--- src/rtl/clock_mode_ctrl.sv ---
// Wall-clock mode controller: keeps hh:mm:ss, sequences RUN / SET_HH / SET_MM
// on button pulses with an idle timeout, and drives the digit-blanking flags.
module clock_mode_ctrl #(
    parameter int TICK_MAX  = 100000000,
    parameter int TIMEOUT_S = 10
) (
    input  logic       clk,
    input  logic       reset,
    input  logic       btn_mode,
    input  logic       btn_inc,
    input  logic       blink,
    output logic [4:0] hours,
    output logic [5:0] minutes,
    output logic [5:0] seconds,
    output logic [1:0] mode,
    output logic       hide_hh,
    output logic       hide_mm,
    output logic       sec_tick
);

    localparam int PRESC_W = (TICK_MAX > 1) ? $clog2(TICK_MAX) : 1;
    localparam int IDLE_W  = ($clog2(TIMEOUT_S + 1) > 4) ? $clog2(TIMEOUT_S + 1) : 4;

    localparam logic [PRESC_W-1:0] PRESC_LAST = PRESC_W'(TICK_MAX - 1);
    localparam logic [IDLE_W-1:0]  IDLE_LAST  = IDLE_W'(TIMEOUT_S - 1);

    localparam logic [1:0] ST_RUN    = 2'd0;
    localparam logic [1:0] ST_SET_HH = 2'd1;
    localparam logic [1:0] ST_SET_MM = 2'd2;

    logic [1:0]         r_state;
    logic [PRESC_W-1:0] r_presc;
    logic [IDLE_W-1:0]  r_idle;
    logic [4:0]         r_hours;
    logic [5:0]         r_minutes;
    logic [5:0]         r_seconds;
    logic               r_hide_hh;
    logic               r_hide_mm;
    logic               r_sec_tick;

    logic       w_tick;
    logic       w_btn_any;
    logic       w_inc_ok;
    logic       w_timeout;
    logic       w_exit_set;
    logic [1:0] w_state_nxt;

    function automatic logic [4:0] inc_mod24(input logic [4:0] v);
        return (v == 5'd23) ? 5'd0 : v + 5'd1;
    endfunction

    function automatic logic [5:0] inc_mod60(input logic [5:0] v);
        return (v == 6'd59) ? 6'd0 : v + 6'd1;
    endfunction

    assign w_tick    = (r_presc == PRESC_LAST);
    assign w_btn_any = btn_mode | btn_inc;
    // btn_mode takes priority over btn_inc in the same cycle
    assign w_inc_ok  = btn_inc & ~btn_mode;
    // A button pulse in the timeout cycle keeps the user in the set state
    assign w_timeout = (r_state != ST_RUN) && w_tick && (r_idle == IDLE_LAST) && !w_btn_any;

    always_comb begin
        w_state_nxt = r_state;
        w_exit_set  = 1'b0;
        case (r_state)
            ST_RUN: begin
                if (btn_mode) begin
                    w_state_nxt = ST_SET_HH;
                end
            end
            ST_SET_HH: begin
                if (btn_mode) begin
                    w_state_nxt = ST_SET_MM;
                end else if (w_timeout) begin
                    w_state_nxt = ST_RUN;
                    w_exit_set  = 1'b1;
                end
            end
            ST_SET_MM: begin
                if (btn_mode || w_timeout) begin
                    w_state_nxt = ST_RUN;
                    w_exit_set  = 1'b1;
                end
            end
            default: begin
                w_state_nxt = ST_RUN;
            end
        endcase
    end

    always_ff @(posedge clk or negedge reset) begin
        if (!reset) begin
            r_state <= ST_RUN;
        end else begin
            r_state <= w_state_nxt;
        end
    end

    // Leaving a set state restarts the second so the first one is full length
    always_ff @(posedge clk or negedge reset) begin
        if (!reset) begin
            r_presc <= '0;
        end else if (w_exit_set || w_tick) begin
            r_presc <= '0;
        end else begin
            r_presc <= r_presc + PRESC_W'(1);
        end
    end

    always_ff @(posedge clk or negedge reset) begin
        if (!reset) begin
            r_idle <= '0;
        end else if (r_state == ST_RUN || w_btn_any || w_state_nxt != r_state) begin
            r_idle <= '0;
        end else if (w_tick) begin
            r_idle <= r_idle + IDLE_W'(1);
        end
    end

    always_ff @(posedge clk or negedge reset) begin
        if (!reset) begin
            r_hours   <= '0;
            r_minutes <= '0;
            r_seconds <= '0;
        end else begin
            case (r_state)
                ST_RUN: begin
                    // Entering SET_HH swallows a coincident tick and zeroes seconds
                    if (btn_mode) begin
                        r_seconds <= '0;
                    end else if (w_tick) begin
                        if (r_seconds == 6'd59) begin
                            r_seconds <= '0;
                            if (r_minutes == 6'd59) begin
                                r_minutes <= '0;
                                r_hours   <= inc_mod24(r_hours);
                            end else begin
                                r_minutes <= r_minutes + 6'd1;
                            end
                        end else begin
                            r_seconds <= r_seconds + 6'd1;
                        end
                    end
                end
                ST_SET_HH: begin
                    if (w_inc_ok) begin
                        r_hours <= inc_mod24(r_hours);
                    end
                end
                ST_SET_MM: begin
                    if (w_inc_ok) begin
                        r_minutes <= inc_mod60(r_minutes);
                    end
                end
                default: begin
                    r_seconds <= r_seconds;
                end
            endcase
        end
    end

    always_ff @(posedge clk or negedge reset) begin
        if (!reset) begin
            r_hide_hh  <= 1'b0;
            r_hide_mm  <= 1'b0;
            r_sec_tick <= 1'b0;
        end else begin
            r_hide_hh  <= (r_state == ST_SET_HH) && blink;
            r_hide_mm  <= (r_state == ST_SET_MM) && blink;
            r_sec_tick <= (r_state == ST_RUN) && w_tick && !btn_mode;
        end
    end

    assign hours    = r_hours;
    assign minutes  = r_minutes;
    assign seconds  = r_seconds;
    assign mode     = r_state;
    assign hide_hh  = r_hide_hh;
    assign hide_mm  = r_hide_mm;
    assign sec_tick = r_sec_tick;

endmodule

--- config.mk ---
export PLATFORM = sky130hd
export DESIGN_NAME = clock_mode_ctrl
export DESIGN_NICKNAME = d
export VERILOG_FILES = /design/src/rtl/clock_mode_ctrl.sv
export SDC_FILE = /design/constraint.sdc
export NUM_CORES = 1
export LEC_CHECK = 0
export ABC_AREA = 1
export CAP_MARGIN = 10
export CORE_AREA = 2 2 85 87
export CTS_BUF_LIST = sky130_fd_sc_hd__clkbuf_4 sky130_fd_sc_hd__clkbuf_8 sky130_fd_sc_hd__clkbuf_16
export CTS_CLUSTER_SIZE = 28
export DETAILED_ROUTE_END_ITERATION = 10
export DIE_AREA = 0 0 87 89
export GPL_TIMING_DRIVEN = 0
export PLACE_DENSITY = 0.67
export RECOVER_POWER = 100
export REMOVE_ABC_BUFFERS = 1
export SKIP_LAST_GASP = 1
export SYNTH_ARGS = -nofsm -noshare
export SYNTH_HDL_FRONTEND = slang
export SYNTH_SLANG_ARGS = --single-unit
--- constraint.sdc ---
create_clock -name clk -period 2.1 [get_ports clk]
set_clock_uncertainty 0.05 [all_clocks]
set_input_delay 0.315 -clock clk [delete_from_list [all_inputs] [get_ports clk]]
set_output_delay 0.315 -clock clk [all_outputs]
set_load 0.01 [all_outputs]
=== After elaboration in Yosys (flattened, before gate mapping) ===
Cells that the tools add are included.

* Add/sub/neg operators: 5
* Equality and inequality tests: 14
* Mux-type cells: 28
* Bitwise operators: 3
* Reduce and logical (&&, ||, !) cells: 22

{| class="wikitable"
|+ Operator list
! cell !! number
|-
| 6-bit two-way mux || 8
|-
| 5-bit two-way mux || 6
|-
| 27-bit by 1-bit adder with 27-bit output (second input constant) || 1
|-
| 27-bit equality test (second input constant) || 1
|-
| 27-bit two-way mux || 1
|-
| 6-bit by 1-bit adder with 6-bit output (second input constant) || 2
|-
| 6-bit equality test (second input constant) || 2
|-
| 6-bit one-hot mux with 2 select lines || 1
|-
| 5-bit one-hot mux with 2 select lines || 1
|-
| 2-bit nonzero test || 5
|-
| 2-bit two-way mux || 4
|-
| 4-bit two-way mux || 2
|-
| 2-bit != test (second input constant) || 4
|-
| 1-bit logical AND || 7
|-
| 2-bit one-hot mux with 3 select lines || 1
|-
| 6-bit AND reduction || 1
|-
| 5-bit by 1-bit adder with 5-bit output (second input constant) || 1
|-
| 5-bit equality test (second input constant) || 1
|-
| 5-bit AND reduction || 1
|-
| 4-bit by 1-bit adder with 4-bit output (second input constant) || 1
|-
| 4-bit equality test (second input constant) || 1
|-
| 1-bit logical OR || 4
|-
| 2-bit by 1-bit != test with 1-bit output (second input constant) || 2
|-
| 1-bit two-way mux || 3
|-
| 10 further kinds || 11
|}

* Bits in registers: 53
* Input port bits: 5
* Output and inout bits: 22
* Logic and storage cells: 81

=== Logic depth before layout (Yosys ltp) ===
* Depth in word-level cells: 10
* Gate-level depth with buffers: 13
* Mapped depth without buffers: 13

=== Worst setup path after synthesis ===
No wires, ideal clock.

* Path type: flip-flop to flip-flop
* Start point: reg r_state[1], in the netlist mode[1]
* End point: reg r_idle[3]
* Library setup time: 0.120 ns
* Data arrival time: 1.635 ns
* Required time: 1.930 ns
* Setup slack: 0.295 ns
* Stages on the path, launching flop included: 10
* Path buffers: 0
* Period minus slack after synthesis: 1.805 ns
* Path through: dfrtp_1 -> inv_1 -> ha_1 -> inv_1 -> a221oi_1 -> nand2_1 -> nand2_1 -> nand2_1 -> nand2_2 -> nor2_1

* Cells in the longest elaborated chain, start to end: 10
* Elaborated cells on any way between the ends: 18
* Classes of those cells: 3 x eq/ne; 6 x mux; 9 x reduce/logical

{| class="wikitable"
|+ RTL lines
! item !! line !! source
|-
| start: declaration || 31 || <nowiki>logic [1:0] r_state;</nowiki>
|-
| start signal: assignment || 96 || <nowiki>r_state <= w_state_nxt;</nowiki>
|-
| 2-bit nonzero test || 61 || <nowiki>assign w_timeout = (r_state != ST_RUN) && w_tick && (r_idle == IDLE_LAST) && !w_btn_any;</nowiki>
|-
| 1-bit logical AND (3 in a row) || 61 ||
|-
| 2-bit two-way mux or 1-bit logical OR (tied branches) || 75, 81 ||
|-
| 2-bit two-way mux, on equally long branches || 73, 81 ||
|-
| 2-bit one-hot mux with 3 select lines || 66 || <nowiki>case (r_state)</nowiki>
|-
| 2-bit != test || 114 || <nowiki>end else if (r_state == ST_RUN || w_btn_any || w_state_nxt != r_state) begin</nowiki>
|-
| 1-bit logical OR * || 114 ||
|-
| 4-bit two-way mux or 2-bit nonzero test (tied branches) || - ||
|-
| end signal: assignment || 117 || <nowiki>r_idle <= r_idle + IDLE_W'(1);</nowiki>
|-
| end: declaration || 33 || <nowiki>logic [IDLE_W-1:0] r_idle;</nowiki>
|}

Every way passes the cells marked *; elsewhere a longest branch is shown, timed or not.
A chain may end at the register's enable or synchronous reset.

=== Worst setup path after layout ===
* Start point: reg r_state[0], in the netlist mode[0]
* End point: reg r_idle[0]

Same word-level chain as after synthesis.

==> metrics.md <==
| Metric | Value |
|---|---|
| RSZ-0062 raised after global routing | `false` |
| Vias in the first global route | `between 2000 and 2500` |
| Clock-pin slew on the worst setup and hold paths | `approximately 100 ps` |
| Syn Inst Count | `365` |
| Layout cells sized above 1 | `9.799%` |
| Critical R2R Launch | `mode[0]` |
| Width of the chip | `between 80 and 90 um` |
| Root buffer cell | `clkbuf_8` |
| Worst VDD drop | `around 0.48 mV` |
| Most frequent cell after synthesis | `nand2_1` |
| WL final | `5564 um` |
| Die height | `between 80 and 90 um` |
| Overall power | `around 3.2 mW` |
| Max Buffers Root-to-Sink | `2` |
| Max Cap Violations | `0` |
| Placed insts | `~470` |
| Hold Path Depth | `1` |
| Clock Sinks | `53` |
| Pwr dens | `slightly above 900 nW/um^2` |
| Crit path time final | `between 1500 and 2000 ps` |
| Least-Margin Pin Slew | `approximately 1200 ps` |
| DRC | `0` |
| # IOs | `27` |
| Slowest stage cell, crit path | `dfrtp_1` |
| Port Buf Inserts | `26` |
| Final HPWL DP | `between 4000 and 5000 um` |
| Post-route ant nets | `0` |
| Netlist cell types | `36` |
| Row cnt | `30` |
| Top cell type's share of synthesized area | `roughly 44%` |
| Hold_ws | `roughly 430 ps` |
| Seq/Total Area, Yosys | `between 40 and 50%` |
| Post-synth EDFFs | `0` |
| Max Fclk | `528.3 MHz` |
| Fill cell count | `630` |
| Setup violators final | `0` |
| Antenna violations before repair | `0` |
| Non-filler cells, final | `roughly 480` |
| Ant. Diodes | `0` |
| GRT Overall Usage | `between 15 and 20%` |
| Slew HR | `between 20% and 30%` |
| Gpl congestion | `just under 0.9` |
| Slowest stage delay, CP | `440 ps` |
| WL/cell | `11.64 um` |
| Status | `complete, no violations` |
| TritonCTS buffer count | `5` |
| Syn Area/Cell | `around 8.3 um^2` |
| Die area | `between 7000 and 8000 um^2` |
| Reg2Reg Setup Slack | `roughly 210 ps` |
| Final #Nets | `a little over 400` |
| Data arrival, critical path | `between 2000 and 2500 ps` |
| Final period utilization | `around nine tenths` |
| Critical path class | `flip-flop to flip-flop` |
| TritonCTS clock tree | `built` |
| Cell Chain, Critical Path | `inv_1, ha_2, inv_1, a221oi_1, nand2_1, nand2_1, nand2_1, nand2_1, nor2_1` |
| Iter 0 DRT Violations | `between 100 and 150` |
| Global route overflow | `0` |
| Max-slew violation count | `0` |
| Worst EP required | `around 2300 ps` |
| Clk Latency, worst-skew pair | `310 ps` |
| #FFs+latches synth | `between 50 and 60` |
| Hold endpoint | `r_presc[0]` |
| DRT Pass-1 Iters | `4` |
| Core box area | `approximately 6700 um^2` |
| Async S/R FF share, synth | `100.0%` |
| Largest net degree at the start of global routing | `34` |
| First-pass GRT wire length | `a little under 10000 um` |
| Static Leak | `about 1.6 nW` |
| CP Max Fanout | `6` |
| Post-Synthesis Cell Area | `3013 um^2` |
| RR Endpoint | `r_idle[0]` |
| Yosys warning total | `0` |
| Vias | `between 2000 and 2500` |
| Area Growth Syn to Fin | `15.53%` |
| Synth cell count leaders | `70 x nand2_1, 53 x dfrtp_1, 51 x nor2_1` |
| Synth area leader | `dfrtp_1` |
| Via-to-Cell Ratio | `5.004` |
| H-Tree Level Count | `2` |
| Worst R2R Path Depth | `9` |
| Ys flop type | `dfrtp_1` |
| Area contributors post-synth | `dfrtp_1 44%, nand2_1 8.7%, nor2_1 6.4%` |
| Crit start category | `flip-flop` |
| Worst min-delay path class | `flip-flop to flip-flop` |
| Crit path top cell by count | `nand2_1` |
| CP Capture Type | `flip-flop` |
| Hold Crit Start | `r_presc[0]` |
| Final hold violation count | `0` |
| Starting density of the core | `around 45%` |
| Setup Buffers After CTS | `0` |
[registers in the layout, indices dropped and copies added, names as in the netlist]
| name | cells |
|---|---|
| seconds | 6 |
| minutes | 6 |
| hide_mm | 1 |
| r_presc | 27 |
| hours | 5 |
| hide_hh | 1 |
| sec_tick | 1 |
| mode | 2 |
| r_idle | 4 |
[worst max-delay path: cells and delay by family (launching register included)]
| family | cells | cell delay, ps |
|---|---|---|
| buffers and inverters | 2 | 240 |
| and+or+nand+nor | 5 | 410 |
| adders and majority gates | 1 | 260 |
| DFF | 1 | 440 |
| AOI/OAI and AO/OA | 1 | 400 |
[cells in the final DEF (no fill, tap or decap), drive strengths merged]
cell type / instances
a211oi: 2
a21oi: 12
a221oi: 1
a22o: 1
buf: 1
bufinv: 1
clkbuf: 7
clkdlybuf4s50: 3
clkinv: 2
clkinvlp: 1
dfrtp: 53
dlygate4sd3: 23
ha: 10
inv: 40
nand2: 80
nand3: 25
nand3b: 1
nand4: 6
nor2: 59
nor3: 19
nor3b: 4
nor4: 2
o21a: 2
o21ai: 15
o22ai: 1
o31ai: 1
or2: 2
xnor2: 7
xor2: 17
[final cells by class]
class	count	area [um^2]	share of cell area, %
multi-input combinational	267	1485	42.67
sequential	53	1328	38.14
timing repair buffer	28	284.0	8.160
inverter	42	163.9	4.709
tap	80	100.1	2.876
clock buffer	6	82.58	2.372
clock inverter	2	37.54	1.078
[metal layers]
layer  GRT usage, %  routed length [um]  vias up
met5              0                   0        -
met4          4.403                  41        0
met3          2.862                 182        4
met2          26.09                2623       37
met1          20.55                2717     1108
li1               -                   -     1243
[metrics by stage]
stage | TNS, ps | util, % | worst slack, ps | cell area, um^2
final | 0 | 51.81 | 207.3 | 3481
after global placement | -51170 | 49.80 | -968.6 | 3346
after detailed placement | 0 | 50.02 | 55.15 | 3361
after global routing | 0 | 51.81 | 1.540 | 3481
after floorplan | 0 | - | 295.2 | 2985
after CTS | 0 | 51.96 | 10.58 | 3491
[power by group]
part           switching [mW]  internal [mW]  total (mW)
clock                   0.340          0.388       0.728
combinational           0.588          0.469        1.06
sequential              0.189           1.22        1.41
total                    1.12           2.08        3.19
[cells by family after synthesis]
group | Yosys count | synth area share (%)
buffers and inverters | 45 | 6.353
flip-flops | 53 | 44.02
adder cells (fa/ha/maj) | 10 | 4.153
AO/OA/AOI/OAI | 35 | 6.686
XOR/XNOR | 24 | 6.977
AND/OR/NAND/NOR | 198 | 31.81
[worst max-delay path by stage]
| stage | end | cells after the start | start |
|---|---|---|---|
| after CTS | r_presc[12] | 9 | r_presc[0] |
| after global placement | r_presc[6] | 1 | reset |
| after detailed placement | r_presc[12] | 9 | r_presc[0] |
| after floorplan | r_idle[3] | 9 | mode[1] |
| after global routing | r_idle[0] | 13 | mode[0] |
| final | r_idle[0] | 9 | mode[0] |
[timing repair]
action	in CTS	in global routing
endpoints found under the setup margin	0	40
hold buffers	1	0
resized for setup	0	5
endpoints found under the hold margin	20	0
No activity file was read; power rests on OpenSTA's default activity.
==> RTL edit 1, RTL diff (config.mk and constraints unchanged) <==
The parameter `TIMEOUT_S` goes from 10 to 12.
--- a/src/rtl/clock_mode_ctrl.sv
+++ b/src/rtl/clock_mode_ctrl.sv
@@ -4,3 +4,3 @@
     parameter int TICK_MAX  = 100000000,
-    parameter int TIMEOUT_S = 10
+    parameter int TIMEOUT_S = 12
 ) (
Behaviour: same outputs for any inputs over 10 cycles, from zero or initial values and one cycle with reset low; that may be too few to reach the edited logic, so the function may still have changed.
==> RTL edit 1 against the unedited design <==
  * Setup slack worse by 0.044 ns
  * Total power is 2.7% lower
  * Highest routed layer unchanged
  * Area after synthesis is 0.71% higher
  * Routed wire length is 6.5% higher
  * Design area is 0.72% higher
  * Final cell count is 1.7% higher
  * Sequential cell count stayed put
==> RTL edit 1: results (changes against the unedited design) <==
The number of gates resized after CTS came out at 1 (+1). The fraction of cell area in non-clock buffers was 8.17% (+0.013 points). The count of filler cells inserted in the layout came out at 645 (+2.4%). The fraction of area in clock buffers and inverters is 2.57% (-0.88 points).

The share of the synthesized netlist area taken by xor and xnor gates came out at 6.35% (-0.63 points). The delay contributed by the slowest stage of the critical path came out at 0.47 ns (+0.03 ns). In this run the worst setup path terminates at hours[0]$_DFFE_PN0P_. The complex-gate fraction of the synthesized area is 6.52% (-0.17 points).

The worst-case vdd ir drop is 0.514 mV (+7.1%). The overall global routing resource usage came out at 16.4% (+0.92 points). The detailed-placement wirelength estimate is 4330 um (+5.0%). The flow ran to the end, and the final reports show no timing, DRC or antenna violations. The total length of routed wires came out at 5930 um (+6.5%). The detailed-routed wire length on met2 came to 2770 um (+5.7%). The leakage power was 1.64 nW (+3.8%). In this run the worst setup path begins at mode[1]$_DFF_PN0_.

In the synthesized netlist, the cells that appear most often are sky130_fd_sc_hd__nand2_1, sky130_fd_sc_hd__dfrtp_1, sky130_fd_sc_hd__nor2_1. The met1 routing resource usage after global routing came out at 22.9% (+2.3 points). The max-slew headroom at the worst pin is 46.9% (+25 points). The placed cell area is 0.00339 sq mm (+1.0%). The top fanout value on the critical path is 8 (+2). The layout net count came to 419 (+1.7%). The endpoint identified for the worst register-to-register timing path is hours[0]$_DFFE_PN0P_. The worst hold-check slack was 0.417 ns (-0.0101 ns). The cell area power density is 886 mW/mm^2 (-3.4%). The count of non-CTS inverters in the layout came out at 46 (+9.5%).

The pin count of the biggest net entering global routing was 40 (+18%). The flip-flop and latch share of the layout cell area was 37.9% (-0.24 points). The total number of multi-input combinational cells is 269 (+0.75%).

The reg2reg setup slack came out at 0.16 ns (-0.04 ns). The final weighted congestion of routability-driven global placement came out at 0.889 (+0.17%). The share of the clock period used by the worst path after layout came out at 92.2% (+2.1 points). The pre-CTS setup slack was 0.0110 ns (-0.0442 ns). The proportion of layout cells with a drive suffix above 1 was 10.1% (+0.30 points).

The detailed-route wire length on metal 1 came out at 2970 um (+9.3%).
==> RTL edit 1: cell count changes in the layout (fill, tap and decap cells not counted), moves of 2 or more <==
cell,change
sky130_fd_sc_hd__nand3_2,+2
sky130_fd_sc_hd__o21ai_0,-3
sky130_fd_sc_hd__inv_1,+5
sky130_fd_sc_hd__nor2_8,+2
sky130_fd_sc_hd__nand3_1,+3
sky130_fd_sc_hd__nor2_2,-2
sky130_fd_sc_hd__nor4_1,+2
sky130_fd_sc_hd__nor2_1,-3
sky130_fd_sc_hd__nand2_1,+3
sky130_fd_sc_hd__a21oi_1,-2
sky130_fd_sc_hd__or2_2,-2
sky130_fd_sc_hd__nor3_4,+2
sky130_fd_sc_hd__clkbuf_4,+3
==> RTL edit 1: power by group <==
| group | switching [W] | total [W] | internal, W |
|---|---|---|---|
| combinational | 0.000663 | 0.00113 | 0.000471 |
| clock | 0.000347 | 0.000584 | 0.000237 |
| sequential | 0.000175 | 0.00139 | 0.00121 |
| total | 0.00119 | 0.00311 | 0.00192 |
==> RTL edit 2, RTL diff (same flow settings) <==
Made on the original files. Register the inputs `btn_mode`, `btn_inc` and `blink` before use, with the module's reset. The logic sees them one clock later. Comments in the files are not updated.
--- a/src/rtl/clock_mode_ctrl.sv
+++ b/src/rtl/clock_mode_ctrl.sv
@@ -30,2 +30,18 @@
 
+    logic btn_mode_q;
+    logic btn_inc_q;
+    logic blink_q;
+
+    always_ff @(posedge clk or negedge reset) begin
+        if (!reset) begin
+            btn_mode_q <= '0;
+            btn_inc_q  <= '0;
+            blink_q    <= '0;
+        end else begin
+            btn_mode_q <= btn_mode;
+            btn_inc_q  <= btn_inc;
+            blink_q    <= blink;
+        end
+    end
+
     logic [1:0]         r_state;
@@ -56,5 +72,5 @@
     assign w_tick    = (r_presc == PRESC_LAST);
-    assign w_btn_any = btn_mode | btn_inc;
+    assign w_btn_any = btn_mode_q | btn_inc_q;
     // btn_mode takes priority over btn_inc in the same cycle
-    assign w_inc_ok  = btn_inc & ~btn_mode;
+    assign w_inc_ok  = btn_inc_q & ~btn_mode_q;
     // A button pulse in the timeout cycle keeps the user in the set state
@@ -67,3 +83,3 @@
             ST_RUN: begin
-                if (btn_mode) begin
+                if (btn_mode_q) begin
                     w_state_nxt = ST_SET_HH;
@@ -72,3 +88,3 @@
             ST_SET_HH: begin
-                if (btn_mode) begin
+                if (btn_mode_q) begin
                     w_state_nxt = ST_SET_MM;
@@ -80,3 +96,3 @@
             ST_SET_MM: begin
-                if (btn_mode || w_timeout) begin
+                if (btn_mode_q || w_timeout) begin
                     w_state_nxt = ST_RUN;
@@ -129,3 +145,3 @@
                     // Entering SET_HH swallows a coincident tick and zeroes seconds
-                    if (btn_mode) begin
+                    if (btn_mode_q) begin
                         r_seconds <= '0;
@@ -168,5 +184,5 @@
         end else begin
-            r_hide_hh  <= (r_state == ST_SET_HH) && blink;
-            r_hide_mm  <= (r_state == ST_SET_MM) && blink;
-            r_sec_tick <= (r_state == ST_RUN) && w_tick && !btn_mode;
+            r_hide_hh  <= (r_state == ST_SET_HH) && blink_q;
+            r_hide_mm  <= (r_state == ST_SET_MM) && blink_q;
+            r_sec_tick <= (r_state == ST_RUN) && w_tick && !btn_mode_q;
         end
Check against the original RTL: not equivalent (a bounded check fails within 4 cycles, from zero or initial values and one cycle with reset low).
==> RTL edit 2 against the unedited design <==
  * Design area up 2.2%
  * Utilization up 1.2 points
  * Setup slack worse by 0.025 ns
  * Synthesized cell count up 6.6%
  * First-iteration DRC count up 30%
  * Critical path depth up 1
  * Sequential share of layout area up 1.3 points
  * Maximum frequency down 1.3%
  * Total power down 6.3%
  * Routed wire length up 8.5%
  * Sequential cell count up 3
  * Area after synthesis up 3.4%
  * Critical path type unchanged
==> RTL edit 2: results (changes against the unedited design) <==
The flow ran to the end, and the final reports show no timing, DRC or antenna violations. Yosys attributes the largest share of cell area to sky130_fd_sc_hd__dfrtp_1, sky130_fd_sc_hd__nand2_1, sky130_fd_sc_hd__inv_1. After detailed routing, no signal wire sits above met4.

The met1 routing resource usage after global routing came out at 23.7% (+3.1 points). The post-synthesis adder-cell area fraction is 4.01% (-0.14 points). The pin count of the biggest net entering global routing came to 30 (-12%). The cell area power density came to 841 mW/mm^2 (-8.4%). The share of the synthesized netlist area taken by xor and xnor gates came out at 6.46% (-0.51 points).

The clock network power consumption is 0.000582 W (-20%). The fraction of area in clock buffers and inverters came out at 2.29% (-1.2 points). The final weighted congestion of routability-driven global placement is 0.861 (-3.0%).

The number of gates resized after CTS came out at 1 (+1). The start point of the critical path is r_presc[0]$_DFF_PN0_. The first-pass detailed-route iteration total is 4 (unchanged). Counting instances in the post-synthesis netlist gives the leading cell types as sky130_fd_sc_hd__nand2_1, sky130_fd_sc_hd__dfrtp_1, sky130_fd_sc_hd__inv_1. The number of vias per cell after detailed routing is 4.99 (-0.36%). The complex-gate fraction of the synthesized area is 6.02% (-0.66 points). The overall global routing resource usage came out at 16.8% (+1.2 points). The max-slew headroom at the worst pin is 52.3% (+30 points). The worst-case vdd ir drop came out at 0.435 mV (-9.3%). The post-detailed-route wirelength per cell came out at 12.1 um (+3.7%). The delay contributed by the slowest stage of the critical path is 0.42 ns (-0.02 ns). The violation count after the first detailed-route iteration came out at 160 (+30%). The number of distinct library cell variants in the gate-level netlist after synthesis came out at 28 (-22%). The layout overhead on the synthesized area is 14.2%.

In this run the most critical hold path is launched from blink_q$_DFF_PN0_. The via count of the first global-routing pass is 2286 (+1.6%). The switching component of the power came out at 0.00110 W (-1.7%). The clock buffer count came out at 5 (-1).

The flip-flop and latch share of the layout cell area is 39.5% (+1.3 points). The detailed-routed wire length on met2 came out at 2800 um (+6.7%). The post-route non-filler standard cell count is 500 (+4.6%).

The met3 layer wire length in the routed design came to 143 um (-21%). The depth of the worst hold-timing path was 2 (+1). The synthesized area per cell came out at 8.01 sq um (-2.9%). The detailed-route wire length on metal 1 came out at 3040 um (+12%). The proportion of layout cells with a drive suffix above 1 came to 7.38% (-2.4 points). The count of filler cells inserted in the layout came out at 635 (+0.79%). The total number of multi-input combinational cells is 275 (+3.0%). The count of state elements after synthesis came to 56 (+5.7%). The layout net count is 435 (+5.6%). The met2 usage came to 26.9% (+0.83 points).

The global-route wire length before repair is 10300 um (+5.9%). The antenna cell count was 0 (unchanged). The leakage power is 1.68 nW (+6.4%). The detailed-placement wirelength estimate came out at 4430 um (+7.3%).

The total placed cells including tap cells came out at 492 (+4.9%).
==> RTL edit 2: cell types whose count changed in the layout (fill, tap and decap cells not counted), moves of 4 or more <==
cell | unedited run | this run
sky130_fd_sc_hd__nand3_1 | 24 | 20
sky130_fd_sc_hd__o21ai_1 | 3 | 7
sky130_fd_sc_hd__nand2_1 | 71 | 85
sky130_fd_sc_hd__nand4_1 | 5 | 9
sky130_fd_sc_hd__nor2_1 | 51 | 47
sky130_fd_sc_hd__inv_1 | 39 | 54
==> RTL edit 2: path summary, 6_finish.rpt <==
path / endpoint / slack, ns
max: hours[2]$_DFFE_PN0P_ / 0.18
min: hide_mm$_DFF_PN0_ / 0.42
max reg2reg: hours[2]$_DFFE_PN0P_ / 0.18
min reg2reg: hide_mm$_DFF_PN0_ / 0.42
max in group asynchronous: mode[1]$_DFF_PN0_ / 0.86
min in group asynchronous: r_presc[18]$_DFF_PN0_ / 0.53
